### src/rtl/hazard_control_unit_if.sv
`default_nettype none
// ============================================================================
// Module      : hazard_control_unit_if
// Description : Pipeline-to-hazard-unit bundle. Carries the ID/EX/MEM
//               register-field observations into the hazard unit and the
//               stall/bubble/flush controls plus status back out.
//               master : pipeline side (drives observations, reads controls)
//               slave  : hazard unit side (reads observations, drives controls)
// Revision    : 1.0 - initial release
// ============================================================================
interface hazard_control_unit_if #(
    parameter int CNT_WIDTH = 16
);
    // Observations from the pipeline registers
    logic [4:0]           IF_ID_rs;
    logic [4:0]           IF_ID_rt;
    logic                 IF_ID_uses_rt;
    logic                 IF_ID_is_branch;
    logic                 ID_branch_taken;
    logic                 ID_jump;
    logic                 ID_EX_mem_read;
    logic                 ID_EX_reg_write;
    logic [4:0]           ID_EX_write_register;
    logic                 ID_EX_muldiv;
    logic                 EX_ME_mem_read;
    logic [4:0]           EX_ME_write_register;

    // Controls and status from the hazard unit
    logic                 pc_write;
    logic                 IF_ID_write;
    logic                 IF_ID_flush;
    logic                 ID_EX_bubble;
    logic                 ID_EX_write;
    logic                 EX_ME_bubble;
    logic                 muldiv_busy;
    logic [CNT_WIDTH-1:0] stall_cycles;

    modport master (
        output IF_ID_rs, IF_ID_rt, IF_ID_uses_rt, IF_ID_is_branch,
               ID_branch_taken, ID_jump, ID_EX_mem_read, ID_EX_reg_write,
               ID_EX_write_register, ID_EX_muldiv, EX_ME_mem_read,
               EX_ME_write_register,
        input  pc_write, IF_ID_write, IF_ID_flush, ID_EX_bubble,
               ID_EX_write, EX_ME_bubble, muldiv_busy, stall_cycles
    );

    modport slave (
        input  IF_ID_rs, IF_ID_rt, IF_ID_uses_rt, IF_ID_is_branch,
               ID_branch_taken, ID_jump, ID_EX_mem_read, ID_EX_reg_write,
               ID_EX_write_register, ID_EX_muldiv, EX_ME_mem_read,
               EX_ME_write_register,
        output pc_write, IF_ID_write, IF_ID_flush, ID_EX_bubble,
               ID_EX_write, EX_ME_bubble, muldiv_busy, stall_cycles
    );
endinterface
`default_nettype wire

### src/rtl/hazard_control_unit.sv
`default_nettype none
// ============================================================================
// Module      : hazard_control_unit
// Description : Detects hazards the EX forwarding network cannot cover in the
//               5-stage MIPS pipeline (load-use, branch operand dependencies
//               for branches resolved in ID, multi-cycle mult/div occupancy
//               of EX) and generates stall, bubble and flush controls.
//               Also keeps a saturating count of cycles with the PC frozen.
// Ports       : clk   - system clock, rising edge
//               reset - synchronous, active-high
//               bus   - hazard_control_unit_if.slave (observations in,
//                       pc_write/IF_ID_write/IF_ID_flush/ID_EX_bubble/
//                       ID_EX_write/EX_ME_bubble/muldiv_busy/stall_cycles out)
// Revision    : 1.0 - initial release
// ============================================================================
module hazard_control_unit #(
    parameter int MULDIV_LATENCY = 4,
    parameter int CNT_WIDTH      = 16
) (
    input  wire logic             clk,
    input  wire logic             reset,
    hazard_control_unit_if.slave  bus
);

    // Down-counter only needs to hold MULDIV_LATENCY-2; keep at least 1 bit.
    localparam int c_MD_CNT_W = (MULDIV_LATENCY > 3) ? $clog2(MULDIV_LATENCY - 1) : 1;
    localparam int c_MD_INIT  = (MULDIV_LATENCY >= 2) ? (MULDIV_LATENCY - 2) : 0;
    localparam logic [c_MD_CNT_W-1:0] c_MD_CNT_INIT = c_MD_CNT_W'(c_MD_INIT);
    // With single-cycle mult/div there is no occupancy to cover.
    localparam logic c_MD_EN = (MULDIV_LATENCY >= 2);

    typedef enum logic [0:0] {
        RUN     = 1'b0,
        MD_BUSY = 1'b1
    } md_state_t;

    md_state_t              r_state;
    md_state_t              w_state_nxt;
    logic [c_MD_CNT_W-1:0]  r_md_cnt;
    logic [c_MD_CNT_W-1:0]  w_md_cnt_nxt;
    logic                   w_md_stall;
    logic [CNT_WIDTH-1:0]   r_stall_cycles;

    logic w_ex_match;
    logic w_me_match;
    logic w_ld_hz;
    logic w_br_alu_hz;
    logic w_br_ld_hz;
    logic w_hz;

    logic w_pc_write;
    logic w_if_id_write;
    logic w_if_id_flush;
    logic w_id_ex_bubble;
    logic w_id_ex_write;
    logic w_ex_me_bubble;

    // ------------------------------------------------------------------
    // Source match: $zero never creates a dependency; rt only counts when
    // the ID instruction actually reads it.
    // ------------------------------------------------------------------
    assign w_ex_match = (bus.ID_EX_write_register != 5'd0) &&
                        ((bus.ID_EX_write_register == bus.IF_ID_rs) ||
                         (bus.IF_ID_uses_rt && (bus.ID_EX_write_register == bus.IF_ID_rt)));

    assign w_me_match = (bus.EX_ME_write_register != 5'd0) &&
                        ((bus.EX_ME_write_register == bus.IF_ID_rs) ||
                         (bus.IF_ID_uses_rt && (bus.EX_ME_write_register == bus.IF_ID_rt)));

    // A load feeding a branch trips ld_hz first, then br_ld_hz once it
    // reaches MEM, giving the two-cycle branch-after-load stall.
    assign w_ld_hz     = bus.ID_EX_mem_read && w_ex_match;
    assign w_br_alu_hz = bus.IF_ID_is_branch && bus.ID_EX_reg_write && w_ex_match;
    assign w_br_ld_hz  = bus.IF_ID_is_branch && bus.EX_ME_mem_read && w_me_match;
    assign w_hz        = w_ld_hz | w_br_alu_hz | w_br_ld_hz;

    // ------------------------------------------------------------------
    // Mult/div occupancy FSM: next state and md_stall
    // ------------------------------------------------------------------
    always_comb begin
        w_state_nxt  = r_state;
        w_md_cnt_nxt = r_md_cnt;
        w_md_stall   = 1'b0;
        case (r_state)
            RUN: begin
                if (c_MD_EN && bus.ID_EX_muldiv) begin
                    w_md_stall   = 1'b1;
                    w_state_nxt  = MD_BUSY;
                    w_md_cnt_nxt = c_MD_CNT_INIT;
                end
            end
            MD_BUSY: begin
                // cnt==0 is the final EX cycle: let the pipeline advance.
                if (r_md_cnt != '0) begin
                    w_md_stall   = 1'b1;
                    w_md_cnt_nxt = r_md_cnt - c_MD_CNT_W'(1);
                end else begin
                    w_state_nxt  = RUN;
                end
            end
            default: begin
                w_state_nxt  = RUN;
                w_md_cnt_nxt = '0;
            end
        endcase
    end

    // ------------------------------------------------------------------
    // Control outputs. Mult/div stall dominates the hazard stall; a branch
    // or jump is only acted on when nothing is stalling.
    // ------------------------------------------------------------------
    always_comb begin
        w_pc_write     = 1'b1;
        w_if_id_write  = 1'b1;
        w_if_id_flush  = 1'b0;
        w_id_ex_bubble = 1'b0;
        w_id_ex_write  = 1'b1;
        w_ex_me_bubble = 1'b0;
        if (!reset) begin
            if (w_md_stall) begin
                // Freeze IF/ID/EX, drain NOPs into MEM behind the mult/div.
                w_pc_write     = 1'b0;
                w_if_id_write  = 1'b0;
                w_id_ex_write  = 1'b0;
                w_ex_me_bubble = 1'b1;
            end else if (w_hz) begin
                // Hold IF/ID, inject a NOP into EX.
                w_pc_write     = 1'b0;
                w_if_id_write  = 1'b0;
                w_id_ex_bubble = 1'b1;
            end else begin
                w_if_id_flush  = (bus.IF_ID_is_branch && bus.ID_branch_taken) || bus.ID_jump;
            end
        end
    end

    // ------------------------------------------------------------------
    // State register and saturating stall-cycle counter
    // ------------------------------------------------------------------
    always_ff @(posedge clk) begin
        if (reset) begin
            r_state        <= RUN;
            r_md_cnt       <= '0;
            r_stall_cycles <= '0;
        end else begin
            r_state  <= w_state_nxt;
            r_md_cnt <= w_md_cnt_nxt;
            if (!w_pc_write && (r_stall_cycles != {CNT_WIDTH{1'b1}})) begin
                r_stall_cycles <= r_stall_cycles + CNT_WIDTH'(1);
            end
        end
    end

    assign bus.pc_write     = w_pc_write;
    assign bus.IF_ID_write  = w_if_id_write;
    assign bus.IF_ID_flush  = w_if_id_flush;
    assign bus.ID_EX_bubble = w_id_ex_bubble;
    assign bus.ID_EX_write  = w_id_ex_write;
    assign bus.EX_ME_bubble = w_ex_me_bubble;
    assign bus.muldiv_busy  = (r_state == MD_BUSY);
    assign bus.stall_cycles = r_stall_cycles;

endmodule
`default_nettype wire

### src/flat_wrapper.sv
// flat-port wrapper written by rule: the top's interface ports become plain ports
module hazard_control_unit_flat 
#(
    parameter int MULDIV_LATENCY = 4,
    parameter int CNT_WIDTH      = 16
)
  (clk, reset, bus_IF_ID_rs, bus_IF_ID_rt, bus_IF_ID_uses_rt, bus_IF_ID_is_branch, bus_ID_branch_taken, bus_ID_jump, bus_ID_EX_mem_read, bus_ID_EX_reg_write, bus_ID_EX_write_register, bus_ID_EX_muldiv, bus_EX_ME_mem_read, bus_EX_ME_write_register, bus_pc_write, bus_IF_ID_write, bus_IF_ID_flush, bus_ID_EX_bubble, bus_ID_EX_write, bus_EX_ME_bubble, bus_muldiv_busy, bus_stall_cycles);
  hazard_control_unit_if #(.CNT_WIDTH(CNT_WIDTH)) bus_i ();
  input  wire logic clk;
  input  wire logic reset;
  input wire logic [$bits(bus_i.IF_ID_rs)-1:0] bus_IF_ID_rs;
  input wire logic [$bits(bus_i.IF_ID_rt)-1:0] bus_IF_ID_rt;
  input wire logic [$bits(bus_i.IF_ID_uses_rt)-1:0] bus_IF_ID_uses_rt;
  input wire logic [$bits(bus_i.IF_ID_is_branch)-1:0] bus_IF_ID_is_branch;
  input wire logic [$bits(bus_i.ID_branch_taken)-1:0] bus_ID_branch_taken;
  input wire logic [$bits(bus_i.ID_jump)-1:0] bus_ID_jump;
  input wire logic [$bits(bus_i.ID_EX_mem_read)-1:0] bus_ID_EX_mem_read;
  input wire logic [$bits(bus_i.ID_EX_reg_write)-1:0] bus_ID_EX_reg_write;
  input wire logic [$bits(bus_i.ID_EX_write_register)-1:0] bus_ID_EX_write_register;
  input wire logic [$bits(bus_i.ID_EX_muldiv)-1:0] bus_ID_EX_muldiv;
  input wire logic [$bits(bus_i.EX_ME_mem_read)-1:0] bus_EX_ME_mem_read;
  input wire logic [$bits(bus_i.EX_ME_write_register)-1:0] bus_EX_ME_write_register;
  output wire logic [$bits(bus_i.pc_write)-1:0] bus_pc_write;
  output wire logic [$bits(bus_i.IF_ID_write)-1:0] bus_IF_ID_write;
  output wire logic [$bits(bus_i.IF_ID_flush)-1:0] bus_IF_ID_flush;
  output wire logic [$bits(bus_i.ID_EX_bubble)-1:0] bus_ID_EX_bubble;
  output wire logic [$bits(bus_i.ID_EX_write)-1:0] bus_ID_EX_write;
  output wire logic [$bits(bus_i.EX_ME_bubble)-1:0] bus_EX_ME_bubble;
  output wire logic [$bits(bus_i.muldiv_busy)-1:0] bus_muldiv_busy;
  output wire logic [$bits(bus_i.stall_cycles)-1:0] bus_stall_cycles;
  assign bus_i.IF_ID_rs = bus_IF_ID_rs;
  assign bus_i.IF_ID_rt = bus_IF_ID_rt;
  assign bus_i.IF_ID_uses_rt = bus_IF_ID_uses_rt;
  assign bus_i.IF_ID_is_branch = bus_IF_ID_is_branch;
  assign bus_i.ID_branch_taken = bus_ID_branch_taken;
  assign bus_i.ID_jump = bus_ID_jump;
  assign bus_i.ID_EX_mem_read = bus_ID_EX_mem_read;
  assign bus_i.ID_EX_reg_write = bus_ID_EX_reg_write;
  assign bus_i.ID_EX_write_register = bus_ID_EX_write_register;
  assign bus_i.ID_EX_muldiv = bus_ID_EX_muldiv;
  assign bus_i.EX_ME_mem_read = bus_EX_ME_mem_read;
  assign bus_i.EX_ME_write_register = bus_EX_ME_write_register;
  assign bus_pc_write = bus_i.pc_write;
  assign bus_IF_ID_write = bus_i.IF_ID_write;
  assign bus_IF_ID_flush = bus_i.IF_ID_flush;
  assign bus_ID_EX_bubble = bus_i.ID_EX_bubble;
  assign bus_ID_EX_write = bus_i.ID_EX_write;
  assign bus_EX_ME_bubble = bus_i.EX_ME_bubble;
  assign bus_muldiv_busy = bus_i.muldiv_busy;
  assign bus_stall_cycles = bus_i.stall_cycles;
  hazard_control_unit #(.MULDIV_LATENCY(MULDIV_LATENCY), .CNT_WIDTH(CNT_WIDTH)) u_core (.clk(clk), .reset(reset), .bus(bus_i));
endmodule
### config.mk
export PLATFORM = sky130hd
export DESIGN_NAME = hazard_control_unit_flat
export DESIGN_NICKNAME = d
export VERILOG_FILES = /design/src/rtl/hazard_control_unit_if.sv /design/src/rtl/hazard_control_unit.sv /design/src/flat_wrapper.sv
export SDC_FILE = /design/constraint.sdc
export NUM_CORES = 1
export LEC_CHECK = 0
export ABC_AREA = 1
export CORE_AREA = 2 2 64 66
export CTS_BUF_LIST = sky130_fd_sc_hd__clkbuf_2 sky130_fd_sc_hd__clkbuf_4 sky130_fd_sc_hd__clkbuf_8
export CTS_CLUSTER_DIAMETER = 150
export DETAILED_ROUTE_END_ITERATION = 7
export DIE_AREA = 0 0 66 68
export PLACE_DENSITY = 0.79
export SLEW_MARGIN = 20
export SYNTH_ARGS = -nofsm -noshare
export SYNTH_HDL_FRONTEND = slang
export SYNTH_SLANG_ARGS = --single-unit
### constraint.sdc
create_clock -name clk -period 1.7 [get_ports clk]
set_input_delay 0.34 -clock clk [delete_from_list [all_inputs] [get_ports clk]]
set_output_delay 0.34 -clock clk [all_outputs]
set_load 0.05 [all_outputs]
==> results.py <==
metrics = {
    "layout": {
        "regArea_um2": 413,
        "diodes": 0,
        "areaGrowthSynthToFinish_pct": 66.4,
        "multi_input_area_um2": 1140,
        "finalNonFillerCells": 398,
        "final_nets": 381,
        "nFillCells": 338,
        "drive_gt1_share_pct": 44.3,
    },
    "route": {
        "avgRoutedWirePerCell_um": 11.7,
        "drtIter0Drc": 104,
        "drcViolationCount": 0,
        "drt_pass1_iterations": 4,
        "vias_per_cell": 4.87,
        "num_vias": 1937,
        "antenna_left": 0,
        "drt-total-wl_um": 4660,
    },
    "logic_synthesis": {
        "synthCells": 259,
        "ys.flop_type": "dfxtp_1",
        "syn_nets": 291,
        "synth.area.top_cells": "dfxtp_1 (24%), nand2_1 (22%), inv_1 (7.9%), nand4_1 (7.2%), nor2_1 (6.5%)",
        "synth-seq-cells": 19,
        "async_reset_ff_share_pct": 0,
        "synth_cell_type_count": 23,
        "yosysWarnings": 0,
        "synth-seq-area-share_pct": 24.4,
        "yosys.area.top_type": "dfxtp_1",
        "netlist.area_leader.share_pct": 24.4,
        "syn_area_per_cell_um2": 6.03,
        "syn_area_um2": 1560,
        "synth-edff-count": 0,
    },
    "critical_path": {
        "max_stage_delay_ps": 340,
        "cp-start-kind": "flop",
        "crit_arrival_ps": 1590,
        "critPathBufInv": 6,
        "required_ps": 1360,
        "path_class": "reg -> out",
        "rrSetupSlack_ps": -140,
        "path_cells": "inv_2 -> ha_4 -> nor2_4 -> inv_2 -> nand2_4 -> inv_6 -> nor2_4 -> clkinvlp_4 -> nand2_2 -> inv_4 -> buf_12",
        "crit_fanout": 3,
        "endpoint_kind": "output port",
        "critPathSlowestCell": "dfxtp_2",
        "crit_family": "buffers and inverters",
    },
    "global_routing": {
        "grt_pass1_vias": 1702,
        "antenna_found_initial": 0,
        "grt_max_degree": 18,
        "overflow": 0,
        "track_usage_pct": 20.8,
        "grt_pass1_wl_um": 7360,
    },
    "die": {
        "initial_utilization_pct": 40.5,
        "rows": 23,
        "core_area_um2": 3860,
        "dieHeight_um": 68,
        "ioPinCount": 53,
        "die_w_um": 66,
        "dieArea_um2": 4490,
    },
    "cts": {
        "clk_latency_ps": 260,
        "cts_tree": "yes",
        "htreeDepth": 1,
        "clock-root-buffer": "clkbuf_8",
        "cts.path.max_buffers": 2,
        "cts.sinks": 19,
        "numCtsBuffers": 3,
        "cts.reportedPaths.clkPinSlew_ps": 70,
    },
    "job": {
        "cap_violations": 0,
    },
    "sta": {
        "fin_ws_ps": -234,
        "finClkSkew_ps": 3.93,
        "hold_viol": 0,
        "whs_ps": 499,
        "setup_viol": 8,
        "slew_headroom_pct": 76.5,
        "period_needed_ps": 1930,
        "clock.fmax_mhz": 517,
        "rsz0062_at_grt": "yes",
        "slew_violations": 0,
        "worst_pin_slew_ps": 351,
        "min_period_over_period_pct": 114,
    },
    "placement": {
        "dp.cells": 379,
        "port_buffers": 52,
        "gp_congestion": 0.880,
        "hpwl_um": 3380,
    },
    "power_and_ir_drop": {
        "ir_drop_mv": 0.329,
        "power_density_nw_per_um2": 499,
        "p_leak_nw": 1.27,
    },
    "run_status": {
        "status": "finished with violations",
        "violations": "negative setup slack",
    },
    "worst_hold_path": {
        "hp-class": "reg -> reg",
    },
}
==> logic make-up after synthesis <==
group,Yosys count,synth area share (%)
xor+xnor,14,7.85
flops,19,24.4
buf+inv,44,11.5
compound gates,21,8.97
simple gates,159,45.8
fa+ha+maj,2,1.60
==> final timing paths <==
path / depth (start not counted) / endpoint / start
max: 11 / bus_IF_ID_write / u_core.r_md_cnt[0]
min: 2 / u_core.bus.stall_cycles[12] / u_core.bus.stall_cycles[12]
max reg2reg: 17 / u_core.bus.stall_cycles[0] / u_core.r_md_cnt[0]
min reg2reg: 2 / u_core.bus.stall_cycles[12] / u_core.bus.stall_cycles[12]
==> layer usage <==
metal,GRT usage (%),vias to the layer above,share of wire (%)
met3,2.14,8,4.0
met1,26.9,869,44
met4,4.34,0,1.2
met5,0,-,0
met2,37.8,53,51
li1,-,1007,-
==> state kept, by name (all words and copies together) (netlist names) <==
name                     count
u_core.bus.stall_cycles     16
u_core.bus.muldiv_busy       1
u_core.r_md_cnt              2
==> worst min-delay path: stages, from the launching register on <==
cell	delay, ps
dfxtp_2	340
nand2_1	80
a21oi_2	40
==> where the power goes <==
group / switching (W) / internal, W
Sequential: 0.0000138 / 0.000454
Combinational: 0.000268 / 0.000229
Clock: 0.000151 / 0.000183
==> Yosys cell counts, types with 3 or more instances <==
master and instances:
xnor2_1 9, clkbuf_1 3, inv_2 3, nand4_1 18, o21ai_0 3, a21oi_1 8
nand2_1 90, a21oi_2 9, xor2_1 5, nand3_1 17, nor2_1 27, dfxtp_1 19
inv_1 33, nand3_2 3
==> timing repair <==
action / 4_1_cts / 5_1_grt
setup endpoints to repair: 22 / 14
setup buffers: 16 / 5
resized for setup: 105 / 15
pin swaps: 19 / 7
cloned: 0 / 1
hold buffers: 0 / 0
==> metrics by stage <==
step / cell area [µm²] / setup slack (ps) / utilization (%) / total power, W / setup TNS [ps]
4_1_cts: 2570 / -222 / 66.6 / 0.00126 / -1300
5_1_grt: 2600 / -297 / 67.4 / 0.00136 / -2000
2_1_floorplan: 1660 / -802 / - / 0.000702 / -2220
3_3_place_gp: 2420 / -561 / 62.7 / 0.000900 / -10680
6_report: 2600 / -234 / 67.4 / 0.00130 / -1410
3_5_place_dp: 2420 / -586 / 62.7 / 0.000906 / -11360
==> area by class of cell <==
type | instances | area share (%)
multi-input cells | 197 | 43.8
repair buffers | 91 | 30.2
flip-flops and latches | 19 | 15.9
inverters | 37 | 5.78
well taps | 50 | 2.41
clock buffers | 4 | 1.88
==> layout by cell type (no fill, tap or decap), types with 2 or more instances in the layout <==
master	synthesis	final
a21oi_1	8	7
a21oi_2	9	10
buf_12	0	7
buf_2	2	14
buf_4	1	49
buf_6	1	6
clkbuf_2	0	2
clkbuf_8	0	3
clkdlybuf4s15_1	0	3
clkdlybuf4s15_2	0	3
clkdlybuf4s50_1	0	4
dfxtp_1	19	3
dfxtp_2	0	11
dfxtp_4	0	5
dlygate4sd2_1	0	3
ha_4	0	2
inv_1	33	17
inv_2	3	16
nand2_1	90	81
nand2_2	0	7
nand2_4	0	2
nand3_1	17	16
nand3_2	3	2
nand3_4	0	3
nand4_1	18	18
nor2_1	27	24
nor2_4	0	2
nor3_4	1	2
o21ai_0	3	2
xnor2_1	9	9
xor2_1	5	5
(Power assumes the default switching activity.)
==> RTL change, RTL diff (config.mk and constraints unchanged) <==
`MULDIV_LATENCY` is set to 4 in 2 places; all go to 2.
--- a/src/rtl/hazard_control_unit.sv
+++ b/src/rtl/hazard_control_unit.sv
@@ -15,5 +15,5 @@
 // ============================================================================
 module hazard_control_unit #(
-    parameter int MULDIV_LATENCY = 4,
+    parameter int MULDIV_LATENCY = 2,
     parameter int CNT_WIDTH      = 16
 ) (
--- a/src/flat_wrapper.sv
+++ b/src/flat_wrapper.sv
@@ -2,5 +2,5 @@
 module hazard_control_unit_flat 
 #(
-    parameter int MULDIV_LATENCY = 4,
+    parameter int MULDIV_LATENCY = 2,
     parameter int CNT_WIDTH      = 16
 )
Function: changed (a bounded check fails within 4 cycles, from zero or initial values and one cycle with reset high).
==> RTL change against the original RTL <==
  * The flow still finishes with violations (negative setup slack)
  * Power fell by 12%
  * Setup slack improved by 0.17 ns
  * Via count fell by 6.5%
  * Wire length fell by 8.4%
  * Cell area fell by 6.1%
  * Area after synthesis fell by 7.5%
  * Sequential power fell by 12%
  * Sequential cell count fell by 2
  * Count of clock-buffer cells in the layout did not move
  * Clock skew fell by 0.0014 ns
  * Critical endpoint unchanged
  * Largest power group unchanged
==> RTL change: results (changes against the original RTL) <==
R2R Path Start u_core.bus.stall_cycles[1]$_SDFFE_PP0P_ (was u_core.r_md_cnt[0]$_SDFFE_PP0P_); total wirelength of the detailed-routed design 4.26 mm (was 4.66 mm); Detail Route met3 WL 295 um (was 186 um); top cells by instance count after synthesis nand2_1, inv_1, nor2_1, dfxtp_1, nand3_1 (was nand2_1, inv_1, nor2_1, dfxtp_1, nand4_1); post-detailed-route via-to-cell ratio 4.92 (was 4.87); Max Root-Sink Buffers 2 (unchanged); first-pass GRT wire length 6.84 mm (was 7.36 mm); top metal layer carrying routed signals met4 (unchanged); Endpoint, Worst Hold u_core.bus.stall_cycles[4]$_SDFFE_PP0P_ (was u_core.bus.stall_cycles[12]$_SDFFE_PP0P_); worst r2r dst u_core.bus.stall_cycles[2]$_SDFFE_PP0P_ (was u_core.bus.stall_cycles[0]$_SDFFE_PP0P_); routability cong. 0.879 (was 0.880); Port-buffer cells 52 (unchanged); worst-margin pin slew 0.280 ns (was 0.351 ns); total of fill cells in the finished design 346 (was 338); leakage dissipation 0.00112 uW (was 0.00127 uW); violations in the final reports negative setup slack (unchanged); met1 wire length 1.79 mm (was 2.03 mm); cts bufs inserted 3 (unchanged); post-synth cell types 26 (was 23); Synthesized Nets 277 (was 291); total global-route track usage 19.5% (was 20.8%); cell types with the largest area share after synthesis dfxtp_1, nand2_1, inv_1, nand4_1, nor2_1 (unchanged); Worst Min Path Start u_core.bus.stall_cycles[4]$_SDFFE_PP0P_ (was u_core.bus.stall_cycles[12]$_SDFFE_PP0P_); detailed router's first-iteration violation count 76 (was 104); setup TNS -0.141 ns (was -1.41 ns); proportion of synthesized flip-flops having asynchronous set or reset 0% (unchanged); Worst Hold Slack 0.496 ns (was 0.499 ns); layout net count 350 (was 381); non-filler cells, final 368 (was 398); length in cells of the worst reg-to-reg path 9 (was 17); number of setup violations in the final report 4 (was 8); sum of net half-perimeters after detailed placement 3.17 mm (was 3.38 mm); share of the synthesized area in compound gates (AO/OA/AOI/OAI) 8.06% (was 8.97%); Max rail drop VDD 0.446 mV (was 0.329 mV); DR WL met2 2.09 mm (was 2.39 mm); status finished with violations (unchanged); xor/xnor share of the synthesized area 8.49% (was 7.85%); Data arrival, critical path 1.43 ns (was 1.59 ns); adder and majority cell fraction of the synthesized area 0.867% (was 1.60%); sequential element share of the synthesized area 23.6% (was 24.4%); vias in the first global route 1580 (was 1702); share of final-layout standard cells stronger than drive strength 1 45.9% (was 44.3%); DP Worst Slack -0.585 ns (was -0.586 ns); Post-Place Cells 359 (was 379); slack of the critical path -0.0665 ns (was -0.234 ns); worst setup skew after layout 0.00249 ns (was 0.00393 ns); number of instances in the synthesized netlist 246 (was 259); flop2flop setup slack 0.12 ns (was -0.14 ns)
## RTL change: routing by layer
metal  up-vias  GRT usage, %
met5         -             0
met4         0          8.16
met3         9          3.78
met2        71          33.5
met1       806          23.9
li1        926             -
## RTL change: area by class of cell
class                           instances  share of cell area (%)
Tap cell                               50                    2.56
Clock buffer                            4                    2.00
Inverter                               34                    6.25
Multi-Input combinational cell        189                    45.0
Timing Repair Buffer                   74                    29.5
Sequential cell                        17                    14.7
## RTL change: stage by stage
step           cell area, um^2  total power [uW]
6_report                  2440              1150
3_3_place_gp              2220               782
2_1_floorplan             1540               610
4_1_cts                   2310              1120
3_5_place_dp              2220               785
5_1_grt                   2440              1200
## RTL change: worst max-delay path, stage by stage
cell and delay (ns):
buf_4 0.10, inv_2 0.04, nand2_1 0.05, nand2_1 0.05, nor2_1 0.10, nand3_1 0.08, nand2_1 0.08, nand2_2 0.07
nand2_2 0.09, nand2_4 0.06, nand2_4 0.07, clkinvlp_4 0.12, buf_12 0.17
## RTL change: power by group
part           switching [uW]  internal (uW)  total [uW]
combinational             227            190         417
sequential               7.05            404         411
clock                     135            182         317
total                     368            777        1150
## RTL change: worst max path at each step
stage	startpoint	end	slack [ns]	cells after the start
after CTS	bus_EX_ME_write_register[0]	bus_IF_ID_write	-0.08	13
after detailed placement	bus_EX_ME_write_register[3]	bus_IF_ID_write	-0.58	13
after global routing	bus_EX_ME_write_register[0]	bus_IF_ID_write	-0.16	12
after floorplan	u_core.bus.muldiv_busy$_SDFF_PP0_	bus_pc_write	-0.58	7
after global placement	bus_EX_ME_write_register[2]	bus_IF_ID_write	-0.56	13
final	bus_IF_ID_rs[0]	bus_IF_ID_write	-0.07	13
## RTL change: cells by family after synthesis
logic type,Yosys count
xor+xnor,14
simple gates,156
flops,17
fa+ha+maj,1
buf+inv,41
compound gates,17
## RTL change: repair_timing
item / CTS / global route
endpoints found under the setup margin: 22 / 18
gates resized for setup: 141 / 39
pin swaps: 28 / 29
setup buffers: 2 / 2
hold buffers: 0 / 0
gates cloned: 0 / 1
